===== src/rtl/matmul_pkg.sv =====
// Shared constants and the serializer state encoding for the matmul result path.
// Latency: n/a (declarations only).
// Backpressure: n/a (declarations only).
package matmul_pkg;

   localparam int ELEM_W = 16;
   localparam int MAX_N  = 8;

   localparam logic [3:0] IDLE    = 4'd0;
   localparam logic [3:0] FETCH   = 4'd1;
   localparam logic [3:0] LATCH   = 4'd2;
   localparam logic [3:0] SEND_HI = 4'd3;
   localparam logic [3:0] HOLD_HI = 4'd4;
   localparam logic [3:0] WAIT_HI = 4'd5;
   localparam logic [3:0] SEND_LO = 4'd6;
   localparam logic [3:0] HOLD_LO = 4'd7;
   localparam logic [3:0] WAIT_LO = 4'd8;
   localparam logic [3:0] FIN     = 4'd9;

endpackage


===== src/rtl/result_serializer.sv =====
// Streams the N x N result matrix from result memory to the UART as bytes, high byte first.
// Latency: 2 fetch cycles then 3 cycles per byte minimum; done pulses one cycle after the last byte drains.
// Backpressure: tx_start is held off while tx_busy is high; the FSM waits on the transmitter with no timeout.
module result_serializer #(
   parameter int ELEM_W = matmul_pkg::ELEM_W,
   parameter int MAX_N  = matmul_pkg::MAX_N,
   parameter int ADDR_W = 6
) (
   input  logic              clk,
   input  logic              rst_n,
   input  logic              start,
   input  logic [3:0]        matrix_size,
   output logic              rd_en,
   output logic [ADDR_W-1:0] rd_addr,
   input  logic [ELEM_W-1:0] rd_data,
   output logic              tx_start,
   output logic [7:0]        tx_data,
   input  logic              tx_busy,
   output logic              busy,
   output logic              done
);
   import matmul_pkg::*;

   // Element count needs one extra bit so that MAX_N*MAX_N itself is representable.
   localparam int         TW   = ADDR_W + 1;
   localparam logic [3:0] NMAX = 4'(MAX_N);

   logic [3:0]        r_state;
   logic [3:0]        w_state_nxt;
   logic [ADDR_W-1:0] r_idx;
   logic [TW-1:0]     r_total;
   logic [ELEM_W-1:0] r_buf;
   logic              r_sel_lo;

   logic [3:0]        w_n;
   logic [TW-1:0]     w_n_ext;
   logic [TW-1:0]     w_total;
   logic              w_last;
   logic              w_in_send;
   logic              w_in_hold;
   logic              w_in_wait;

   assign w_n       = (matrix_size > NMAX) ? NMAX : matrix_size;
   assign w_n_ext   = TW'(w_n);
   assign w_total   = w_n_ext * w_n_ext;
   assign w_last    = ({1'b0, r_idx} == (r_total - TW'(1)));

   // Hi and lo phases share one send/hold/wait path; r_sel_lo picks the byte and the successor state.
   assign w_in_send = (r_state == SEND_HI) || (r_state == SEND_LO);
   assign w_in_hold = (r_state == HOLD_HI) || (r_state == HOLD_LO);
   assign w_in_wait = (r_state == WAIT_HI) || (r_state == WAIT_LO);

   // Next-state decode.
   always_comb begin
      w_state_nxt = r_state;
      if (r_state == IDLE) begin
         if (start) w_state_nxt = (w_n == 4'd0) ? FIN : FETCH;
      end else if (r_state == FETCH) begin
         w_state_nxt = LATCH;
      end else if (r_state == LATCH) begin
         w_state_nxt = SEND_HI;
      end else if (w_in_send) begin
         if (!tx_busy) w_state_nxt = r_sel_lo ? HOLD_LO : HOLD_HI;
      end else if (w_in_hold) begin
         // tx_busy is ignored here: it only rises the cycle after tx_start.
         w_state_nxt = r_sel_lo ? WAIT_LO : WAIT_HI;
      end else if (w_in_wait) begin
         if (!tx_busy) begin
            if (!r_sel_lo)   w_state_nxt = SEND_LO;
            else if (w_last) w_state_nxt = FIN;
            else             w_state_nxt = FETCH;
         end
      end else begin
         w_state_nxt = IDLE;
      end
   end

   // State register plus element index, latched size, element buffer and byte select.
   always_ff @(posedge clk or negedge rst_n) begin
      if (!rst_n) begin
         r_state  <= IDLE;
         r_idx    <= '0;
         r_total  <= '0;
         r_buf    <= '0;
         r_sel_lo <= 1'b0;
      end else begin
         r_state <= w_state_nxt;
         if (r_state == IDLE && start) begin
            r_total  <= w_total;
            r_idx    <= '0;
            r_sel_lo <= 1'b0;
         end
         if (r_state == LATCH) begin
            r_buf    <= rd_data;
            r_sel_lo <= 1'b0;
         end
         if (w_in_wait && !tx_busy) begin
            if (!r_sel_lo) begin
               r_sel_lo <= 1'b1;
            end else if (!w_last) begin
               r_idx <= r_idx + ADDR_W'(1);
            end
         end
      end
   end

   // Outputs decode from registered state; the buffer only changes in LATCH, after tx_busy has fallen,
   // so tx_data stays stable for the whole byte.
   assign rd_en    = (r_state == FETCH);
   assign rd_addr  = (r_state == FETCH) ? r_idx : '0;
   assign tx_start = w_in_send && !tx_busy;
   assign tx_data  = r_sel_lo ? r_buf[7:0] : r_buf[ELEM_W-1 -: 8];
   assign busy     = (r_state != IDLE);
   assign done     = (r_state == FIN);

endmodule


===== config.mk =====
export PLATFORM = sky130hd
export DESIGN_NAME = result_serializer
export DESIGN_NICKNAME = d
export VERILOG_FILES = /design/src/rtl/matmul_pkg.sv /design/src/rtl/result_serializer.sv
export SDC_FILE = /design/constraint.sdc
export NUM_CORES = 1
export LEC_CHECK = 0
export BUFFER_PORTS_ARGS = -buffer_cell sky130_fd_sc_hd__buf_2
export CORE_MARGIN = 3
export CORE_UTILIZATION = 50
export CTS_BUF_LIST = sky130_fd_sc_hd__clkbuf_4 sky130_fd_sc_hd__clkbuf_8
export DETAILED_ROUTE_END_ITERATION = 7
export PLACE_DENSITY = 0.76
export SYNTH_ARGS = -nofsm -noshare
export SYNTH_HDL_FRONTEND = slang
export SYNTH_SLANG_ARGS = --single-unit

===== constraint.sdc =====
create_clock -name clk -period 1.7 [get_ports clk]
set_input_delay 0.17 -clock clk [delete_from_list [all_inputs] [get_ports clk]]
set_output_delay 0.17 -clock clk [all_outputs]
set_load 0.02 [all_outputs]

==> run summary <==
Syn Area/Cell = 10.1 um^2
status = finished with violations
Top delay family on crit path = compound AO/OA/AOI/OAI gates
crit path launch = r_total[2]$_DFFE_PN0P_
Reg clk slew, reported paths = 0.08 ns
Setup crit end = r_idx[2]$_DFF_PN0_
synth top area cells = dfrtp_1 (39%), mux2_2 (14%), mux2i_1 (3.3%)
Detailed Place HPWL = 3380 um
Residual DRC = 0
Port Buffer Count = 41
async set or reset register ratio after synthesis = 100%
Die H = 71.3 um
CTS tree = yes
Starting Density = 52.5%
drt first pass iters = 4
Hold Vio Cnt, Final = 0
Primary FF master, synth = dfrtp_1
register area share after synthesis = 38.8%
CP Cell Sequence = nor4_4 > a21boi_4 > o211ai_4 > o211ai_1 > mux2i_1
first-pass GRT wire length = 8010 um
most frequent cells after synthesis = dfrtp_1 (33), mux2_2 (26), nand2_1 (18), o21ai_0 (12)
arrival time at the worst endpoint = 2.03 ns
CP Depth = 5
max_slew headroom = 48.8%
CTS root buffer = clkbuf_8
Unique masters post-synth = 49
failing checks = negative setup slack
Sink Count = 33
max-cap violations = 0
count leader, synth = dfrtp_1
Seq cells post-synth = 33
Final Core Density = 74.5%
FMAX = 0.549 GHz
Boundary Pins = 42
WL final = 5700 um
Nets = 321
Routed Antenna Nets = 0
Site Rows = 23
Worst Max-Slew Pin Slew = 0.768 ns
clock latency on the worst-skew pair = 0.30 ns
Die W = 71.3 um
Inserted Clock Buffers = 5
power density cells = 1830 mW/mm^2
Total GRT Usage = 19.6%
Crit Path Max Fanout = 6
Layout area overhead = 42.0%
largest net degree at the start of global routing = 34
initial DRC count = 149
EDFF count, synth = 0
Ys Warns = 0
Hold Crit Start = rd_data[9]
cell area after synthesis = 0.00213 mm^2
grt met2 use = 32.4%
Die ar. = 0.00508 mm^2
non-filler cells, final = 342
Via density = 5.60
critical path startpoint category = flop
antenna cells = 0
met1 Use GR = 25.8%
H-tree depth = 2
routed via count = 1915
Worst R2R Path Depth = 5
cell taking the most area after synthesis = dfrtp_1
RSZ-0062 raised after global routing = yes
Worst Slack Setup Final = -0.121 ns
initial antenna violation count = 0
RR Endpoint = r_idx[2]$_DFF_PN0_
Max Clock Skew = 0.00826 ns
Critical Path RT = 1.91 ns
HP Class = input pin to flop
setup TNS = -0.482 ns
worst slack, placed = -0.124 ns
# setup viols final = 6
Setup crit end kind = flop
Slew Viols, Final = 0
CP max stage cell = dfrtp_2
maximum VDD drop = 1020 uV
DR WL/cell = 16.7 um
number of global-route vias before repair = 1746
critical path class = flop to flop
GR peak layer = met2
share of the synthesized area in the top cell type = 38.8%
global route overflow = 0
final cycle utilization of the critical path = 107%
GRT met3 Usage = 3.93%
GPL Wtd Cong = 0.801
DP Cell Count = 321
Post-Syn Instances = 211
Clock Path Buffers = 2
worst path buffer plus inverter count = 0
Lkg Pwr = 1.45 nW
core area = 0.00406 mm^2
internal reg-to-reg setup slack = -0.12 ns
Fin Hold WS = 0.100 ns
Reg-to-Reg Start = r_total[2]$_DFFE_PN0P_
Crit path largest cell delay = 0.44 ns
min cycle time layout = 1.82 ns
layout cell share with drive strength beyond 1 = 49.0%
## flip-flops by register name, indices dropped and copies added (netlist names)
name / count
r_buf: 16
r_idx: 6
r_sel_lo: 1
r_state: 4
r_total: 6
## kinds of logic (layout without fill, tap and decap cells)
family / after synthesis / after routing / synth area share, %
AO/OA/AOI/OAI: 40 / 40 / 12.6
adder cells (fa/ha/maj): 7 / 7 / 4.35
other: 1 / 2 / 0.176
XOR/XNOR: 10 / 10 / 4.11
flip-flops: 33 / 33 / 38.8
buffers and inverters: 19 / 99 / 4.11
AND/OR/NAND/NOR: 68 / 68 / 18.8
multiplexers: 33 / 33 / 17.0
## cell type report
type	instances	area (um^2)
fillers	263	1030
flip-flops and latches	33	831
multi-input cells	160	1380
clock buffers	5	68.8
clock inverters	3	46.3
repair buffers	85	612
well taps	50	62.6
inverters	6	22.5
## cells in the final DEF (no fill, tap or decap), types with 3 or more instances in the layout
master,synthesis,routed
a21oi_1,8,7
and2_1,8,8
and3_1,3,3
buf_2,4,38
buf_4,1,39
buf_6,1,3
clkbuf_8,0,5
dfrtp_1,33,29
dfrtp_2,0,4
ha_1,5,4
inv_1,6,4
mux2_2,26,10
mux2_4,0,16
mux2i_1,7,7
nand2_1,18,18
nand2b_1,5,4
nand3_1,3,3
nand3b_1,4,4
nor2_1,8,8
o211ai_1,3,3
o21ai_0,12,12
xnor2_1,6,3
xnor2_2,0,3
xor2_1,4,4
## routing by layer
layer | vias up | part of all wire (%)
met1 | 924 | 43
met4 | 0 | 1.5
li1 | 911 | -
met3 | 13 | 4.7
met5 | - | 0
met2 | 67 | 51
## stage by stage
step | power, mW | instance area, um^2
after floorplan | 3.13 | 2140
after global placement | 3.80 | 2590
after detailed placement | 3.86 | 2590
after CTS | 4.76 | 2760
after global routing | 5.85 | 3020
final | 5.53 | 3020
## report_power, final
group          switching [mW]  internal [mW]  leakage [nW]
combinational            1.61           1.76         0.986
sequential              0.254           1.14         0.407
clock                   0.329          0.439        0.0543
total                    2.19           3.34          1.45
## repair_timing
item                                    CTS  global route
gates resized for setup                   8            37
endpoints found under the hold margin    33             0
endpoints found under the setup margin   17            32
hold buffers                              1             0
cloned                                    0             2
pin swaps                                 5             9
setup buffers                             4             6
## how the worst min path moves through the flow
stage                       endpoint  slack, ns  cells after the start
6_report        r_buf[9]$_DFFE_PN0P_       0.10                      2
3_5_place_dp      r_idx[4]$_DFF_PN0_       0.27                      1
4_1_cts        r_buf[14]$_DFFE_PN0P_        0.1                      2
3_3_place_gp      r_idx[4]$_DFF_PN0_       0.28                      1
5_1_grt        r_buf[15]$_DFFE_PN0P_        0.1                      2
2_1_floorplan   r_buf[0]$_DFFE_PN0P_      -0.13                      0
Note: power is estimated with default switching activity, not from simulation.
